--- src/rtl/myproject_dense_acc.sv ---
// myproject_dense_acc: accumulate N_IN signed products on top of a bias, then
// round (half toward +inf), arithmetic-shift by FRAC_SHIFT and saturate to
// OUT_WIDTH signed. The result is offered on a valid/ready handshake.
// Optional build macro: MYPROJECT_ACC_RELU_EN clamps negative results to zero.
module myproject_dense_acc #(
  parameter int PROD_WIDTH = 22,
  parameter int OUT_WIDTH  = 16,
  parameter int ACC_WIDTH  = 32,
  parameter int N_IN       = 16,
  parameter int FRAC_SHIFT = 5
) (
  input  logic                         ap_clk,
  input  logic                         ap_rst_n,
  input  logic signed [PROD_WIDTH-1:0] prod_data,
  input  logic                         prod_valid,
  output logic                         prod_ready,
  input  logic                         prod_last,
  input  logic signed [OUT_WIDTH-1:0]  bias_in,
  output logic signed [OUT_WIDTH-1:0]  res_data,
  output logic                         res_valid,
  input  logic                         res_ready,
  output logic                         res_ovf,
  output logic                         err,
  output logic                         busy
);

  localparam int CNT_WIDTH = (N_IN > 1) ? $clog2(N_IN) : 1;
  localparam logic [CNT_WIDTH-1:0] CNT_LAST = CNT_WIDTH'(N_IN - 1);
  // One guard bit so adding the rounding constant can never wrap.
  localparam int RW = ACC_WIDTH + 1;
  localparam logic signed [RW-1:0] HALF    = RW'(1) <<< (FRAC_SHIFT - 1);
  localparam logic signed [RW-1:0] OUT_MAX = (RW'(1) <<< (OUT_WIDTH - 1)) - RW'(1);
  localparam logic signed [RW-1:0] OUT_MIN = -(RW'(1) <<< (OUT_WIDTH - 1));

  typedef enum logic [1:0] {S_ACC, S_FIN, S_OUT} state_t;

  state_t                        state_reg;
  logic [CNT_WIDTH-1:0]          cnt_reg;
  logic signed [ACC_WIDTH-1:0]   acc_reg;

  logic                          beat;
  logic                          cnt_is_last;
  logic signed [ACC_WIDTH-1:0]   prod_ext;
  logic signed [ACC_WIDTH-1:0]   bias_ext;
  logic signed [RW-1:0]          rnd_sum;
  logic signed [RW-1:0]          rnd_q;
  logic signed [OUT_WIDTH-1:0]   sat_data;
  logic                          sat_ovf;

  assign beat        = prod_valid && prod_ready;
  assign cnt_is_last = (cnt_reg == CNT_LAST);

  // Sign-extend the product; the bias is pre-scaled into accumulator units.
  assign prod_ext = {{(ACC_WIDTH-PROD_WIDTH){prod_data[PROD_WIDTH-1]}}, prod_data};
  assign bias_ext = {{(ACC_WIDTH-OUT_WIDTH){bias_in[OUT_WIDTH-1]}}, bias_in} <<< FRAC_SHIFT;

  // Round half toward +inf: add half an LSB, then floor via arithmetic shift.
  assign rnd_sum = {acc_reg[ACC_WIDTH-1], acc_reg} + HALF;
  assign rnd_q   = rnd_sum >>> FRAC_SHIFT;

  // busy covers a partially accumulated vector and any pending result.
  assign busy = (state_reg != S_ACC) || (cnt_reg != '0);

  // Saturate the rounded value into the output range.
  always_comb begin
    sat_data = rnd_q[OUT_WIDTH-1:0];
    sat_ovf  = 1'b0;
    if (rnd_q > OUT_MAX) begin
      sat_data = OUT_MAX[OUT_WIDTH-1:0];
      sat_ovf  = 1'b1;
`ifdef MYPROJECT_ACC_RELU_EN
    end else if (rnd_q[RW-1]) begin
      sat_data = '0;
      sat_ovf  = 1'b0;
`else
    end else if (rnd_q < OUT_MIN) begin
      sat_data = OUT_MIN[OUT_WIDTH-1:0];
      sat_ovf  = 1'b1;
`endif
    end
  end

  // Control FSM, accumulator, result register and sticky framing flag.
  always_ff @(posedge ap_clk or negedge ap_rst_n) begin
    if (!ap_rst_n) begin
      state_reg  <= S_ACC;
      cnt_reg    <= '0;
      acc_reg    <= '0;
      res_data   <= '0;
      res_valid  <= 1'b0;
      res_ovf    <= 1'b0;
      err        <= 1'b0;
      prod_ready <= 1'b0;
    end else begin
      case (state_reg)
        S_ACC: begin
          // Ready comes up one cycle after reset and drops after the last beat.
          prod_ready <= !(beat && cnt_is_last);
          if (beat) begin
            if (cnt_reg == '0) acc_reg <= bias_ext + prod_ext;
            else               acc_reg <= acc_reg + prod_ext;
            // prod_last is only cross-checked; the count alone ends the vector.
            if (prod_last != cnt_is_last) err <= 1'b1;
            if (cnt_is_last) begin
              cnt_reg   <= '0;
              state_reg <= S_FIN;
            end else begin
              cnt_reg <= cnt_reg + 1'b1;
            end
          end
        end
        S_FIN: begin
          res_data   <= sat_data;
          res_ovf    <= sat_ovf;
          res_valid  <= 1'b1;
          prod_ready <= 1'b0;
          state_reg  <= S_OUT;
        end
        S_OUT: begin
          if (res_ready) begin
            res_valid  <= 1'b0;
            prod_ready <= 1'b1;
            state_reg  <= S_ACC;
          end
        end
        default: begin
          state_reg  <= S_ACC;
          prod_ready <= 1'b0;
        end
      endcase
    end
  end

endmodule
--- config.mk ---
export PLATFORM = sky130hd
export DESIGN_NAME = myproject_dense_acc
export DESIGN_NICKNAME = d
export VERILOG_FILES = /design/src/rtl/myproject_dense_acc.sv
export SDC_FILE = /design/constraint.sdc
export NUM_CORES = 1
export LEC_CHECK = 0
export ABC_AREA = 0
export CAP_MARGIN = 10
export CORE_UTILIZATION = 30
export DETAILED_ROUTE_END_ITERATION = 8
export MAX_ROUTING_LAYER = met4
export RECOVER_POWER = 50
export SYNTH_ARGS = -nofsm -noshare
export SYNTH_HDL_FRONTEND = slang
export SYNTH_SLANG_ARGS = --single-unit
--- constraint.sdc ---
create_clock -name ap_clk -period 3.45 [get_ports ap_clk]
set_input_delay 0.345 -clock ap_clk [delete_from_list [all_inputs] [get_ports ap_clk]]
set_output_delay 0.345 -clock ap_clk [all_outputs]
set_load 0.02 [all_outputs]
==> run summary, run 1 <==
Status: complete, but fails checks
Failing checks: design-rule violations, max-capacitance violations, max-slew violations
Total GRT Usage: 18.0%
Diodes inserted: 0
Synth cell types: 67
CP arrival: 3.28 ns
Port bufs: 63
CTS tree: done
Mux share of post-synthesis cell area: 0.751%
Slew @ Worst Pin: 1.75 ns
Critical Path RT: 3.66 ns
Num rows: 49
Clock transition at path regs: 0.05 ns
Vias post-DR: 5221
Post-route cell area: 6730 um^2
Most common cell after layout, fill and taps aside: nand2_1
Die height: 137 um
Worst Hold Margin: 0.452 ns
CTS root buf: clkbuf_16
Placement Setup Slack: 0.0418 ns
Core area: 18000 um^2
Sink Count: 58
Detailed Routing Iterations Pass 1: 7
Register bit total from synthesis: 58
TritonCTS buffer count: 9
Max_cap viols: 2
Die footprint: 18900 um^2
Clk_lat worst skew: 0.33 ns
Fraction of layout cells with a size suffix above 1: 6.96%
Unrepaired setup endpoints after global routing: no
Largest family of logic cells by synthesized area: compound AO/OA/AOI/OAI gates
Synthesized-area fraction occupied by adder cells: 12.3%
Yosys warnings: 0
Final Skew: 0.00682 ns
Syn nets: 796
Largest net degree at the start of global routing: 42
Layout area overhead: 22.4%
Rel. slew slack: -16.9%
CP Max Fanout: 4
Initial antenna violation count: 0
Leakage: 0.00284 uW
Ys async rst share: 100%
Number of flops mapped to enable cells by yosys: 0
DRT Wirelength: 15200 um
Drt wl/cell: 15.2 um
Die W: 137 um
Post-DP HPWL: 12100 um
Commonest non-fill, non-tap cells in the layout: nand2_1, nor2_1, a21oi_1
GP Congestion: 0.878
I/O pin count: 64
Final #Nets: 867
Final WS setup: 0.381 ns
Post-CTS resize count: 0
Vias per cell: 5.20
CTS Buffer Depth: 2
Post-DP Area: 6460 um^2
Number of global-route vias before repair: 4977
PwrDens: 845 nW/um^2
Postcts setup bufs: 0
DRC violations left: 2
Worst setup SP type: primary input
Maximum vdd ir drop: 0.347 mV
Setup violators final: 0
Crit. End Element: register
Post-route setup TNS: 0 ns
Compound-gate portion of the synthesized area: 25.7%
R2r worst-path depth: 9
Final Hold Fails: 0
Number of cells on the worst hold path: 1
Initial core utilization: 30.6%
Cts hold-fix bufs: 0
Max reg flops: 32
WS Path Type: primary input to register
Global-route wire length before repair: 25500 um
Min Tclk post-route: 3.07 ns
H-tree depth: 3
Post-synthesis cell count: 700
Fin crit share: 89.0%
Ys flop type: dfrtp_1
Fmax: 326 MHz
Mapped Avg Cell Area: 7.85 um^2
Count of antenna-violating nets left after detailed routing: 0
Initial DRC Count: 354
Mapped Area: 5500 um^2
Grt ovf: 0
FILL cells: 1878
Pins Over Slew Limit: 75
Hold Crit Class: register to register
Xor and xnor area share after synthesis: 8.29%
Register area share after synthesis: 26.4%
Synth Area in Simple Gates: 23.0%
final timing paths:
check	slack, ns	startpoint	to
worst max-delay path	0.38	prod_data[1]	acc_reg[31]
worst min-delay path	0.45	err	err
worst max register to register	0.49	acc_reg[1]	acc_reg[31]
worst min register to register	0.45	err	err
max in group asynchronous	1.43	ap_rst_n	acc_reg[30]
min in group asynchronous	0.46	ap_rst_n	res_data[10]
synthesized netlist by cell type, drive strengths merged, types with 3 or more instances:
master / instances / area [um^2]
a211oi: 9 / 67.6
ha: 51 / 638
or2: 4 / 25.0
clkbuf: 20 / 75.1
xnor2: 36 / 315
dfrtp: 58 / 1450
nor4: 3 / 18.8
nor2b: 11 / 68.8
nand4: 9 / 56.3
o22ai: 4 / 25.0
o21ai: 68 / 340
inv: 20 / 75.1
nor3: 24 / 140
and2: 4 / 25.0
nor2: 64 / 248
nand2: 87 / 327
a31oi: 12 / 75.1
o21bai: 4 / 33.8
and3: 8 / 50.1
o211ai: 9 / 67.6
or3: 6 / 37.5
a21oi: 61 / 305
o31a: 5 / 52.6
a211o: 6 / 52.6
buf: 5 / 46.3
nand3: 24 / 125
o21a: 8 / 60.1
xor2: 16 / 140
a21o: 14 / 105
nand2b: 6 / 37.5
a21boi: 4 / 30.0
mux2i: 3 / 30.0
o31ai: 4 / 30.0
or4: 3 / 26.3
routing by layer:
| layer | GRT usage (%) | vias to the layer above | wire, um |
|---|---|---|---|
| met5 | - | - | 0 |
| met4 | 5.31 | 0 | 163 |
| met3 | 2.35 | 11 | 743 |
| met2 | 26.1 | 135 | 6310 |
| met1 | 25.9 | 2366 | 8030 |
| li1 | - | 2709 | - |
where the power goes:
group / switching [uW] / leakage, uW / total (uW) / internal, uW
sequential: 390 / 0.000712 / 1380 / 985
combinational: 1900 / 0.00200 / 3460 / 1560
clock: 344 / 0.000134 / 849 / 505
total: 2640 / 0.00284 / 5690 / 3050
final cells by class:
type	count	area [um^2]	area share, %
Clock inverter	6	42.5	0.632
Clock buffer	10	239	3.55
Multi-Input combinational cell	597	3850	57.3
Inverter	20	75.1	1.12
Timing Repair Buffer	85	779	11.6
Sequential cell	58	1450	21.6
Tap cell	229	287	4.26
critical path: stages:
cell             delay [ns]
clkdlybuf4s50_1        0.44
ha_1                   0.32
a211o_1                0.29
o211ai_1               0.17
a211oi_1               0.16
or4_1                  0.60
a31oi_1                0.34
o31ai_1                0.15
o311a_1                0.34
o311a_1                0.12
metrics by stage:
| step | cells | total power, uW | util (%) |
|---|---|---|---|
| after floorplan | 700 | 3780 | - |
| after global placement | 989 | 4800 | 36.0 |
| after detailed placement | 989 | 4810 | 36.0 |
| after CTS | 1005 | 5690 | 37.5 |
| after global routing | 1005 | 6230 | 37.5 |
| final | 1005 | 5690 | 37.5 |
logic make-up after synthesis:
group,Yosys count
flops,58
simple gates,262
fa+ha+maj,53
compound gates,226
buf+inv,45
mux,4
xor+xnor,52
Power figures use the tool's default switching activity.
==> run 2, diff against run 1 <==
ABC_AREA = 1   (was 0)
CTS_CLUSTER_SIZE = 8   (was unset)
HOLD_SLACK_MARGIN = 0.15   (was unset)
==> run summary, run 2 <==
Min Tclk post-route: 2.63 ns (-0.441 ns)
Sequential Area: 1450 um^2 (unchanged)
Post-route cell area: 7500 um^2 (+11%)
DRT Wirelength: 19200 um (+26%)
Switching part of the total: 52.0% (+5.7 points)
Multi-input gate area: 4420 um^2 (+15%)
Fin crit share: 76.2% (-13 points)
CP Cell Sequence: clkdlybuf4s50_1 -> ha_1 -> inv_1 -> fa_1 -> inv_1 -> nand3_1 -> nand3_1 -> nand2_1 -> nand2_1 -> nand3_1 -> nand2_1 -> nand3b_1 -> nand2_1 -> nand2_1 -> nand3_1 -> nand2_1 -> nand2_1 -> nand2_1
Postcts setup bufs: 0 (unchanged)
CTS Buffer Depth: 2 (unchanged)
Port bufs: 63 (unchanged)
Int Pwr: 3070 uW (+0.60%)
Mapped Area: 6260 um^2 (+14%)
Max reg flops: 32 (unchanged)
Leakage: 0.00352 uW (+24%)
DRC violations left: 0 (-2)
Final Hold Fails: 0 (unchanged)
Die height: 147 um (+6.7%)
Initial antenna violation count: 0 (unchanged)
Count of antenna-violating nets left after detailed routing: 0 (unchanged)
Setup violators final: 0 (unchanged)
GR Layer Usage met1: 26.2% (+0.32 points)
Failing checks: max-capacitance violations, max-slew violations
Area leader, netlist: dfrtp_1
CP startpoint: prod_data[0]
Most frequent CP cell: nand2_1
Diodes inserted: 0 (unchanged)
Synth top area cells: dfrtp_1, nand2_1, ha_1
Most common cell after layout, fill and taps aside: nand2_1
CP arrival: 2.87 ns (-0.41 ns)
Total power: 6390 uW (+12%)
GP Congestion: 0.952 (+8.4%)
Seq pwr share: 22.8% (-1.4 points)
Drt wl/cell: 14.6 um (-4.1%)
Critical Path RT: 3.69 ns (+0.03 ns)
Number of flops mapped to enable cells by yosys: 0 (unchanged)
Number of global-route vias before repair: 6262 (+26%)
Crit. End Element: register
Mapped Avg Cell Area: 6.41 um^2 (-18%)
Switching power: 3330 uW (+26%)
Clock share of power: 14.5% (-0.4 points)
Post-synth top cells: nand2_1, nor2_1, inv_1, a21oi_1, nand3_1
Non-filler cells, final: 1317 (+31%)
Num rows: 52 (+6.1%)
Core area: 20400 um^2 (+13%)
Cts hold-fix bufs: 0 (unchanged)
PwrDens: 853 nW/um^2 (+0.88%)
Largest net degree at the start of global routing: 55 (+31%)
Fmax: 381 MHz (+17%)
CTS tree: done
Max_cap viols: 1 (-1)
Rel. slew slack: -50.9% (-34 points)
Most frequent cell after synthesis: nand2_1
Reg-to-reg startpoint: acc_reg[4]
Fraction of layout cells with a size suffix above 1: 7.07% (+0.11 points)
Slowest-stage cell, CP: clkdlybuf4s50_1
Vias post-DR: 6654 (+27%)
Total GRT Usage: 19.3% (+1.3 points)
Post-synthesis cell count: 977 (+40%)
HP Start: err
Crit path largest cell delay: 0.48 ns (-0.12 ns)
Hold Crit Class: register to register
Util after Layout: 36.8% (-0.62 points)
I/O pin count: 64 (unchanged)
Die footprint: 21500 um^2 (+14%)
Initial DRC Count: 445 (+26%)
Gate power share: 62.6% (+1.7 points)
Layer with the highest usage: met2
Pins Over Slew Limit: 38 (-49%)
Placed cells: 1301 (+32%)
Met2 Resource Use GR: 29.2% (+3.1 points)
Commonest non-fill, non-tap cells in the layout: nand2_1, nor2_1, inv_1
Post-synth top area share: 23.2% (-3.2 points)
CTS root buf: clkbuf_16
Final Skew: 0.0117 ns (+0.00484 ns)
Post-route setup TNS: 0 ns (unchanged)
Slew @ Worst Pin: 2.26 ns (+0.510 ns)
Ys async rst share: 100% (unchanged)
Unrepaired setup endpoints after global routing: no
Maximum vdd ir drop: 0.279 mV (-19%)
Post-DP HPWL: 15400 um (+28%)
CP Max Fanout: 4 (unchanged)
Sink Count: 58 (unchanged)
Routing usage on met3: 2.53% (+0.18 points)
Register area share after synthesis: 23.2% (-3.2 points)
Synth cell types: 42 (-37%)
Worst setup SP type: primary input
Register bit total from synthesis: 58 (unchanged)
Layout area overhead: 19.7%
Clock transition at path regs: 0.06 ns (about the same)
WS Path Type: primary input to register
Global-route wire length before repair: 31700 um (+24%)
Initial core utilization: 30.8% (+0.16 points)
TritonCTS buffer count: 9 (unchanged)
Detailed Routing Iterations Pass 1: 5 (-2)
Post-DP Area: 7200 um^2 (+11%)
Status: complete, but fails checks
Final #Nets: 1138 (+31%)
Clk_lat worst skew: 0.35 ns (+0.02 ns)
Vias per cell: 5.05 (-2.7%)
Grt ovf: 0 (unchanged)
FILL cells: 2187 (+16%)
Ys flop type: dfrtp_1
H-tree depth: 3 (unchanged)
Syn nets: 1073 (+35%)
Post-CTS resize count: 0 (unchanged)
Die W: 147 um (+6.7%)
Yosys warnings: 0 (unchanged)
run 2: cell types whose count changed after synthesis, sizes merged, moves of 8 or more:
cell    previous run  this run
a21oi             61        90
nor2b             11         0
nor3              24        15
xnor2             36         7
clkbuf            20        11
o211ai             9         0
nor2              64       153
a21o              14         6
nand2             87       276
a211oi             9         0
inv               20        87
nand3             24        71
run 2: worst paths after layout:
kind                       depth (start not counted)  slack, ns           to
max                                               18       0.82  acc_reg[30]
max in group asynchronous                          2       1.22    res_valid
min                                                1       0.47          err
min in group asynchronous                          1       0.68  res_data[1]
max reg2reg                                       14       0.92  res_data[7]
min reg2reg                                        1       0.47          err
run 2: per-stage QoR:
step	setup WS, ns	hold WS (ns)
after floorplan	1.37	0.0494
after global placement	0.534	0.461
after detailed placement	0.531	0.464
after CTS	0.875	0.180
after global routing	0.609	0.497
final	0.822	0.474
run 2: worst max-delay path, delay by kind of cell:
kind / cells / cell delay [ns]
and+or+nand+nor: 13 / 1.22
buffers and inverters: 3 / 0.64
adders and majority gates: 2 / 0.65
run 2: final cells by class:
| class | instances | area share (%) |
|---|---|---|
| Clock inverter | 6 | 0.884 |
| Tap cell | 270 | 4.50 |
| Multi-Input combinational cell | 817 | 58.9 |
| Inverter | 88 | 4.40 |
| Clock buffer | 10 | 3.19 |
| Timing Repair Buffer | 68 | 8.74 |
| Sequential cell | 58 | 19.4 |
run 2: kinds of logic after synthesis:
| kind of cell | count (synthesis) | share of synthesized area, % |
|---|---|---|
| AND/OR/NAND/NOR | 549 | 38.7 |
| AO/OA/AOI/OAI | 188 | 17.1 |
| buffers and inverters | 102 | 6.41 |
| flip-flops | 58 | 23.2 |
| adder cells (fa/ha/maj) | 53 | 10.8 |
| XOR/XNOR | 27 | 3.77 |
run 2: power groups by stage:
stage | logic [uW] | registers [uW] | clock network (uW)
3_3_place_gp | 3960 | 1460 | 0
2_1_floorplan | 2820 | 1430 | 0
4_1_cts | 4000 | 1450 | 949
6_report | 4010 | 1460 | 929
5_1_grt | 4530 | 1510 | 975
3_5_place_dp | 3980 | 1460 | 0
run 2: routing by layer:
layer,part of all wire (%),vias up
li1,-,3388
met1,49,3021
met2,44,208
met3,5.0,37
met4,2.6,0
met5,0,-
==> run 3, diff against run 2 <==
clock period = 2.7 ns   (was 3.45 ns; I/O delays follow)
==> run summary, run 3 (synthesis gave the netlist of run 2 again) <==
Status: finished, final reports clean
H-tree depth: 3 (unchanged)
Num rows: 52 (unchanged)
Postcts setup bufs: 0 (unchanged)
DRC violations left: 0 (unchanged)
Port bufs: 63 (unchanged)
CTS root buf: clkbuf_16
Total GRT Usage: 19.2% (-0.12 points)
Sink Count: 58 (unchanged)
Count of antenna-violating nets left after detailed routing: 0 (unchanged)
Drt wl/cell: 14.4 um (-0.91%)
WS Path Type: register to register
Hold Crit Class: register to register
Post-route cell area: 7670 um^2 (+2.2%)
Clock transition at path regs: 0.06 ns (about the same)
Post-DP Area: 7390 um^2 (+2.6%)
Slew @ Worst Pin: 1.42 ns (-0.843 ns)
DRT Wirelength: 19300 um (+0.52%)
Placed cells: 1319 (+1.4%)
Initial antenna violation count: 0 (unchanged)
Maximum vdd ir drop: 0.476 mV (+70%)
Vias post-DR: 6618 (-0.54%)
Post-DP HPWL: 15700 um (+1.8%)
Vias per cell: 4.95 (-2.0%)
Unrepaired setup endpoints after global routing: no
Most common cell after layout, fill and taps aside: nand2_1
Worst setup SP type: register
Pins Over Slew Limit: 0 (-100%)
Post-route setup TNS: 0 ns (unchanged)
Final #Nets: 1157 (+1.7%)
Fraction of layout cells with a size suffix above 1: 8.35% (+1.3 points)
Crit. End Element: register
Min Tclk post-route: 2.41 ns
Rel. slew slack: 5.33% (+56 points)
Leakage: 0.00362 uW (+2.9%)
Max_cap viols: 0 (-1)
Non-filler cells, final: 1336 (+1.4%)
Grt ovf: 0 (unchanged)
CTS Buffer Depth: 2 (unchanged)
Die footprint: 21500 um^2 (unchanged)
Number of global-route vias before repair: 6303 (+0.65%)
Clk_lat worst skew: 0.34 ns (about the same)
Final Hold Fails: 0 (unchanged)
Max reg flops: 32 (unchanged)
Final Skew: 0.0131 ns (+0.00142 ns)
Fin crit share: 89.1%
TritonCTS buffer count: 9 (unchanged)
Post-CTS resize count: 0 (unchanged)
Fmax: 415 MHz
Global-route wire length before repair: 31700 um (about the same)
Critical Path RT: 2.90 ns (-0.79 ns)
Die height: 147 um (unchanged)
CP Max Fanout: 16 (+12)
Largest net degree at the start of global routing: 55 (unchanged)
Core area: 20400 um^2 (unchanged)
CP arrival: 2.61 ns (-0.26 ns)
Initial core utilization: 30.8% (unchanged)
CTS tree: done
Commonest non-fill, non-tap cells in the layout: nand2_1, nor2_1, inv_1
I/O pin count: 64 (unchanged)
PwrDens: 1080 nW/um^2 (+27%)
Layout area overhead: 22.4%
Initial DRC Count: 404 (-9.2%)
Die W: 147 um (unchanged)
Setup violators final: 0 (unchanged)
Detailed Routing Iterations Pass 1: 5 (unchanged)
GP Congestion: 0.900 (-5.5%)
Diodes inserted: 0 (unchanged)
-- run 3: changes by cell type in the layout (fill, tap and decap cells not counted), moves of 2 or more --
cell and delta:
buf_12 +4, clkbuf_1 +2, clkdlybuf4s50_1 +2, buf_4 +13
-- run 3: worst max-delay path, cell delays in order (launching register included) --
cell and delay [ns]:
dfrtp_1 0.44, ha_1 0.30, nand2_1 0.12, nor2_4 0.16, nand2_4 0.11, nor3_1 0.20, nor2_1 0.06, nor2_1 0.14
nand2_1 0.08, nor2_2 0.11, nand2_2 0.08, a21oi_4 0.11, buf_4 0.26, a21oi_1 0.10
-- run 3: repair_timing --
action | 4_1_cts | 5_1_grt
endpoints found under the setup margin | 0 | 0
hold endpoints to repair | 23 | 0
hold buffers | 1 | 0
-- run 3: power breakdown --
part	internal [uW]	switching, uW
logic	2020	3260
clock network	711	432
registers	1300	549
-- run 3: final cells by class --
type,count,area [um^2]
Sequential cell,58,1450
Clock buffer,11,233
Multi-Input combinational cell,817,4410
Fill cell,2235,12700
Timing Repair Buffer,87,848
Clock inverter,5,55.1
Inverter,88,330
Tap cell,270,338
-- run 3: worst paths after layout --
check | startpoint | slack, ns | cells past startpoint | to
min in group asynchronous | ap_rst_n | 0.79 | 2 | cnt_reg[2]
max in group asynchronous | ap_rst_n | 0.68 | 3 | acc_reg[27]
setup / recovery | acc_reg[4] | 0.29 | 13 | res_data[6]
setup reg to reg | acc_reg[4] | 0.29 | 13 | res_data[6]
hold reg to reg | err | 0.47 | 1 | err
hold / removal | err | 0.47 | 1 | err
-- run 3: routing by layer --
metal  GRT usage (%)  vias up  wire length [um]  share of wire [%]
met5               -        -                 0                  0
met2            29.8      141              8690                 45
met4            5.05        0               299                1.6
met1            26.1     3026              9580                 50
li1                -     3430                 -                  -
met3            2.50       21               691                3.6
-- run 3: per-stage QoR --
| stage | util [%] | hold WS (ns) | setup slack, ns | power [uW] |
|---|---|---|---|---|
| 3_5_place_dp | 36.3 | 0.306 | 0.0425 | 7120 |
| 2_1_floorplan | - | -0.0256 | 0.618 | 5420 |
| 5_1_grt | 37.7 | 0.513 | 0.0533 | 9100 |
| 4_1_cts | 37.7 | 0.478 | 0.284 | 8290 |
| 6_report | 37.7 | 0.472 | 0.293 | 8270 |
| 3_3_place_gp | 36.3 | 0.305 | 0.0636 | 7070 |
